--- config.mk ---
export PLATFORM = sky130hd
export DESIGN_NAME = seq_bcd_seven_seg
export DESIGN_NICKNAME = d
export VERILOG_FILES = /design/src/rtl/seven_seg_pkg.sv /design/src/rtl/seg7_glyph_decoder.sv /design/src/rtl/seq_bcd_seven_seg.sv
export SDC_FILE = /design/constraint.sdc
export NUM_CORES = 1
export LEC_CHECK = 0
export ABC_CLOCK_PERIOD_IN_PS = 4000
export BUFFER_PORTS_ARGS = -buffer_cell sky130_fd_sc_hd__buf_2
export CORE_MARGIN = 2
export CORE_UTILIZATION = 60
export DETAILED_ROUTE_END_ITERATION = 12
export GPL_TIMING_DRIVEN = 0
export PLACE_DENSITY = 0.83
export SETUP_SLACK_MARGIN = 0.15
export SLEW_MARGIN = 10
export SYNTH_ARGS = -nofsm -noshare
export SYNTH_HDL_FRONTEND = slang
export SYNTH_SLANG_ARGS = --single-unit
--- constraint.sdc ---
create_clock -name clk -period 4 [get_ports clk]
set_clock_uncertainty 0.2 [all_clocks]
set_input_delay 0 -clock clk [delete_from_list [all_inputs] [get_ports clk]]
set_output_delay 0 -clock clk [all_outputs]
set_load 0.03 [all_outputs]
--- src/rtl/seven_seg_pkg.sv ---
// Shared definitions for the sequential binary-to-seven-segment display engine:
// active-high glyph constants, converter FSM states and sizing helpers.
package seven_seg_pkg;

  // Segment order a..g maps to bits 0..6; all constants are active-high.
  localparam logic [6:0] GLYPH_0     = 7'h3F;
  localparam logic [6:0] GLYPH_1     = 7'h06;
  localparam logic [6:0] GLYPH_2     = 7'h5B;
  localparam logic [6:0] GLYPH_3     = 7'h4F;
  localparam logic [6:0] GLYPH_4     = 7'h66;
  localparam logic [6:0] GLYPH_5     = 7'h6D;
  localparam logic [6:0] GLYPH_6     = 7'h7D;
  localparam logic [6:0] GLYPH_7     = 7'h07;
  localparam logic [6:0] GLYPH_8     = 7'h7F;
  localparam logic [6:0] GLYPH_9     = 7'h6F;
  localparam logic [6:0] GLYPH_A     = 7'h77;
  localparam logic [6:0] GLYPH_B     = 7'h7C;
  localparam logic [6:0] GLYPH_C     = 7'h39;
  localparam logic [6:0] GLYPH_D     = 7'h5E;
  localparam logic [6:0] GLYPH_E     = 7'h79;
  localparam logic [6:0] GLYPH_F     = 7'h71;
  localparam logic [6:0] GLYPH_DASH  = 7'h40;
  localparam logic [6:0] GLYPH_BLANK = 7'h00;

  typedef enum logic [1:0] {
    IDLE  = 2'd0,
    SHIFT = 2'd1,
    LOAD  = 2'd2
  } conv_state_t;

  function automatic int count_width(input int bin_w);
    return $clog2(bin_w + 1);
  endfunction

  function automatic logic [6:0] glyph(input logic [3:0] nib);
    logic [6:0] g;
    case (nib)
      4'h0:    g = GLYPH_0;
      4'h1:    g = GLYPH_1;
      4'h2:    g = GLYPH_2;
      4'h3:    g = GLYPH_3;
      4'h4:    g = GLYPH_4;
      4'h5:    g = GLYPH_5;
      4'h6:    g = GLYPH_6;
      4'h7:    g = GLYPH_7;
      4'h8:    g = GLYPH_8;
      4'h9:    g = GLYPH_9;
      4'hA:    g = GLYPH_A;
      4'hB:    g = GLYPH_B;
      4'hC:    g = GLYPH_C;
      4'hD:    g = GLYPH_D;
      4'hE:    g = GLYPH_E;
      4'hF:    g = GLYPH_F;
      default: g = GLYPH_DASH;
    endcase
    return g;
  endfunction

endpackage

--- src/rtl/seg7_glyph_decoder.sv ---
// One seven-segment digit: nibble to glyph with dash/blank override and
// optional inversion for common-anode displays.
module seg7_glyph_decoder
  import seven_seg_pkg::*;
#(
  parameter int ACTIVE_LOW = 1
) (
  input  logic [3:0] nibble,
  input  logic       blank,
  input  logic       dash,
  output logic [6:0] seg
);

  logic [6:0] raw_s;

  // Dash (overflow) outranks blanking so an overflowed display is never partly dark.
  always_comb begin
    if (dash) begin
      raw_s = GLYPH_DASH;
    end else if (blank) begin
      raw_s = GLYPH_BLANK;
    end else begin
      raw_s = glyph(nibble);
    end
    if (ACTIVE_LOW != 0) begin
      seg = ~raw_s;
    end else begin
      seg = raw_s;
    end
  end

endmodule

--- src/rtl/seq_bcd_seven_seg.sv ---
// Iterative double-dabble (or hex pass-through) converter feeding a latched
// N-digit seven-segment display with leading-zero blanking and overflow dashes.
module seq_bcd_seven_seg
  import seven_seg_pkg::*;
#(
  parameter int BIN_W      = 12,
  parameter int DIGITS     = 4,
  parameter int ACTIVE_LOW = 1
) (
  input  logic                  clk,
  input  logic                  rst_n,
  input  logic                  start,
  input  logic                  bcd_en,
  input  logic                  blank_lz,
  input  logic [BIN_W-1:0]      value,
  output logic                  busy,
  output logic                  done,
  output logic                  overflow,
  output logic [7*DIGITS-1:0]   segments
);

  localparam int BCD_W = 4 * DIGITS;
  localparam int SR_W  = BCD_W + BIN_W;
  localparam int CNT_W = count_width(BIN_W);
  localparam int EXT_W = (BIN_W > BCD_W) ? BIN_W : BCD_W;

  conv_state_t       state_r;
  logic [SR_W-1:0]   sr_r;
  logic [SR_W-1:0]   adj_s;
  logic [CNT_W-1:0]  cnt_r;
  logic              ovf_r;
  logic [BCD_W-1:0]  digit_r;
  logic [EXT_W-1:0]  val_ext_s;
  logic [BCD_W-1:0]  hex_nib_s;
  logic              hex_ovf_s;
  logic [DIGITS-1:0] blank_s;
  logic              zero_run_s;

  // Hex nibbles/overflow from the raw input and the +3 correction of every BCD nibble.
  always_comb begin
    val_ext_s = EXT_W'(value);
    hex_nib_s = val_ext_s[BCD_W-1:0];
    hex_ovf_s = ((val_ext_s >> BCD_W) != {EXT_W{1'b0}});
    adj_s     = sr_r;
    for (int i = 0; i < DIGITS; i++) begin
      if (sr_r[BIN_W+4*i +: 4] >= 4'd5) begin
        adj_s[BIN_W+4*i +: 4] = sr_r[BIN_W+4*i +: 4] + 4'd3;
      end else begin
        adj_s[BIN_W+4*i +: 4] = sr_r[BIN_W+4*i +: 4];
      end
    end
  end

  // Converter FSM; hex mode preloads its nibbles into the BCD half so LOAD is shared.
  always_ff @(posedge clk or negedge rst_n) begin
    if (!rst_n) begin
      state_r  <= IDLE;
      sr_r     <= {SR_W{1'b0}};
      cnt_r    <= {CNT_W{1'b0}};
      ovf_r    <= 1'b0;
      digit_r  <= {BCD_W{1'b0}};
      busy     <= 1'b0;
      done     <= 1'b0;
      overflow <= 1'b0;
    end else begin
      done <= 1'b0;
      case (state_r)
        IDLE: begin
          if (start) begin
            busy  <= 1'b1;
            cnt_r <= {CNT_W{1'b0}};
            if (bcd_en) begin
              sr_r    <= {{BCD_W{1'b0}}, value};
              ovf_r   <= 1'b0;
              state_r <= SHIFT;
            end else begin
              sr_r    <= {hex_nib_s, {BIN_W{1'b0}}};
              ovf_r   <= hex_ovf_s;
              state_r <= LOAD;
            end
          end else begin
            busy <= 1'b0;
          end
        end
        SHIFT: begin
          sr_r  <= {adj_s[SR_W-2:0], 1'b0};
          ovf_r <= ovf_r | adj_s[SR_W-1];
          cnt_r <= cnt_r + CNT_W'(1);
          if (cnt_r == CNT_W'(BIN_W - 1)) begin
            state_r <= LOAD;
          end else begin
            state_r <= SHIFT;
          end
        end
        LOAD: begin
          digit_r  <= sr_r[SR_W-1:BIN_W];
          overflow <= ovf_r;
          done     <= 1'b1;
          busy     <= 1'b0;
          state_r  <= IDLE;
        end
        default: begin
          state_r <= IDLE;
          busy    <= 1'b0;
        end
      endcase
    end
  end

  // A digit blanks only if it and everything above it is zero; digit 0 always shows.
  always_comb begin
    zero_run_s = 1'b1;
    blank_s    = {DIGITS{1'b0}};
    for (int i = DIGITS - 1; i >= 0; i--) begin
      zero_run_s = zero_run_s & (digit_r[4*i +: 4] == 4'd0);
      blank_s[i] = blank_lz & zero_run_s & (i != 0);
    end
  end

  for (genvar g = 0; g < DIGITS; g++) begin : gen_digit
    seg7_glyph_decoder #(
      .ACTIVE_LOW(ACTIVE_LOW)
    ) u_dec (
      .nibble(digit_r[4*g +: 4]),
      .blank (blank_s[g]),
      .dash  (overflow),
      .seg   (segments[7*g +: 7])
    );
  end

endmodule

==> metrics.cfg <==
[min_path]
holdPathEnd=state_r[1]
min_path_type=in -> reg
holdPathStages=4
hp-start=start

[route]
vias=3426
first_pass_iters=7
drt_iter0_drc=199
wl_per_cell_microns=15.7
wl_microns=8770
drt-vias-per-instance=6.14
antenna_left=0
drc=0

[clocking]
clk_latency_ps=300
cts.path.max_buffers=2
ctsResizeCount=0
root_buffer=clkbuf_8
clkSinkCount=54
numCtsBuffers=5
cts_tree=done
clk_pin_slew_ps=90
h-tree-depth=2

[synthesis]
synth-edff-count=0
ys_warn_count=0
async_flop_share=1.00
synth_seq_area_share=0.364
synth_flop_cell=dfrtp_1
ys_seq_elements=54
avgSynthCellArea_sq_um=8.98
synth_top_area_frac=0.364
synth.area.top_cells=dfrtp_1 36%, ha_1 11%, o21ai_0 5.4%
synthCells=413
synth_area_leader_cell=dfrtp_1
syn-cell-area_sq_um=3710
synth_cell_type_count=47
synth.net_count=463

[placement]
dpl.hpwl_microns=6280
port_buffers=47
gp_congestion=0.833

[final_layout]
antenna_cells=0
syn2layout_area_growth_pct=15.9
final_common_cell=buf_2
nNetsFinal=532
drive_above_1_share=0.166
layout_common_cells=56 x buf_2, 54 x dfrtp_1, 40 x o21ai_0

[global_routing]
grt.total_usage=0.269
overflow=0
grt_pass1_vias=3166
grt_pass1_wl_microns=14300
antenna_found_initial=0
grt_max_degree=55

[die]
fp.coreArea_sq_um=5960
rows=28
die_h_microns=82.6
fp.dieArea_sq_um=6830
io-pin-count=48
initial_core_util=0.623
die_x_microns=82.6

[setup_path]
end_kind=output pin
arrival_ps=2260
r2r-start=state_r[1]
path_cells=inv_1 -> ha_1 -> and4bb_4 -> nand4_1 -> and2_1 -> o311ai_0 -> buf_2
worst-setup-path-type=reg -> out
r2r_setup_slack_ps=1830
cp_max_fo=6
reg2regPathDepth=5
critPathMaxStageDelay_ps=440
crit_path_top_delay_cell=dfrtp_1
worstSetupStartpointType=register
rr_endpoint=sr_r[5]
worstPathRequired_ps=3800

[sta]
setup_viol=0
drv_slew=0
fin_setup_tns_ps=0
hold_viol=0
rsz0062_at_grt=no
min_period_ps=2460
post-route-period-util=0.614
tightest_slew_ps=682
fmax_mhz=407
slew_headroom=0.545

[run_status]
outcome=complete, no violations

[run]
max_cap_viol_count=0

critical path, delay by kind of cell (launching register included):
| kind | cells | cell delay [ps] |
|---|---|---|
| AND/OR/NAND/NOR | 3 | 760 |
| flip-flops | 1 | 440 |
| buffers and inverters | 2 | 430 |
| adder cells (fa/ha/maj) | 1 | 220 |
| AO/OA/AOI/OAI | 1 | 110 |
layer usage:
layer	wire [microns]	up-vias	share of wire	track usage
li1	-	1640	-	-
met1	3780	1654	0.43	0.341
met2	4420	117	0.50	0.485
met3	430	15	0.049	0.0250
met4	133	0	0.015	0.0836
met5	0	-	0	0
cell type report:
cell class	instances	area [sq um]
Multi-Input combinational cell	302	2120
Fill cell	448	1660
Sequential cell	54	1350
Timing Repair Buffer	62	388
Inverter	35	131
Buffer	22	103
Tap cell	75	93.8
Clock buffer	7	76.3
Clock inverter	1	30.0
Yosys cell counts, types with 3 or more instances:
library cell  count
dfrtp_1          54
o21ai_0          40
nand2_1          36
inv_1            34
ha_1             33
a21oi_1          22
nor2_1           17
nand2b_1         16
nand3_1          15
a31oi_1          13
buf_2            10
nor2b_1          10
clkbuf_1          9
mux2_2            9
o311ai_0          9
a22oi_1           8
o211ai_1          8
a222oi_1          6
mux2i_1           6
a32oi_1           5
nor3_1            5
o22ai_1           5
xnor2_1           4
mux4_2            3
nor3b_1           3
o221ai_1          3
o31ai_1           3
sequential cells by signal, indices dropped and copies added, names as in the netlist:
signal	cells
cnt_r	4
digit_r	16
state_r	2
ovf_r	1
overflow	1
sr_r	28
done	1
busy	1
per-stage QoR:
stage	setup WS, ps	std cells	instance area, sq um	hold WS [ps]	utilization
final	1540	558	4300	44.0	0.722
after global routing	1380	558	4300	72.6	0.722
after CTS	1550	558	4300	35.3	0.721
after detailed placement	1890	535	4040	39.0	0.678
after global placement	1930	535	4040	35.4	0.678
after floorplan	1790	413	3710	-496	-
cells by family after synthesis:
family | share of synthesized area
buf+inv | 0.0631
flops | 0.364
compound gates | 0.225
simple gates | 0.161
xor+xnor | 0.0142
fa+ha+maj | 0.111
mux | 0.0617
how the worst max path moves through the flow:
stage / cells after the start / to / startpoint / slack, ps
after CTS: 7 / segments[11] / digit_r[4] / 1550
after detailed placement: 7 / segments[8] / digit_r[12] / 1890
after floorplan: 4 / segments[0] / digit_r[1] / 1790
after global placement: 7 / segments[11] / digit_r[4] / 1930
final: 7 / segments[11] / digit_r[13] / 1540
after global routing: 7 / segments[11] / digit_r[13] / 1380
repair_timing:
item,CTS,global route
hold endpoints to repair,79,0
setup buffers,0,0
hold buffers,15,0
Power is left out: the tool's default activity adds up to more than one toggle a clock period on the data nets, which glitch-free logic cannot reach.
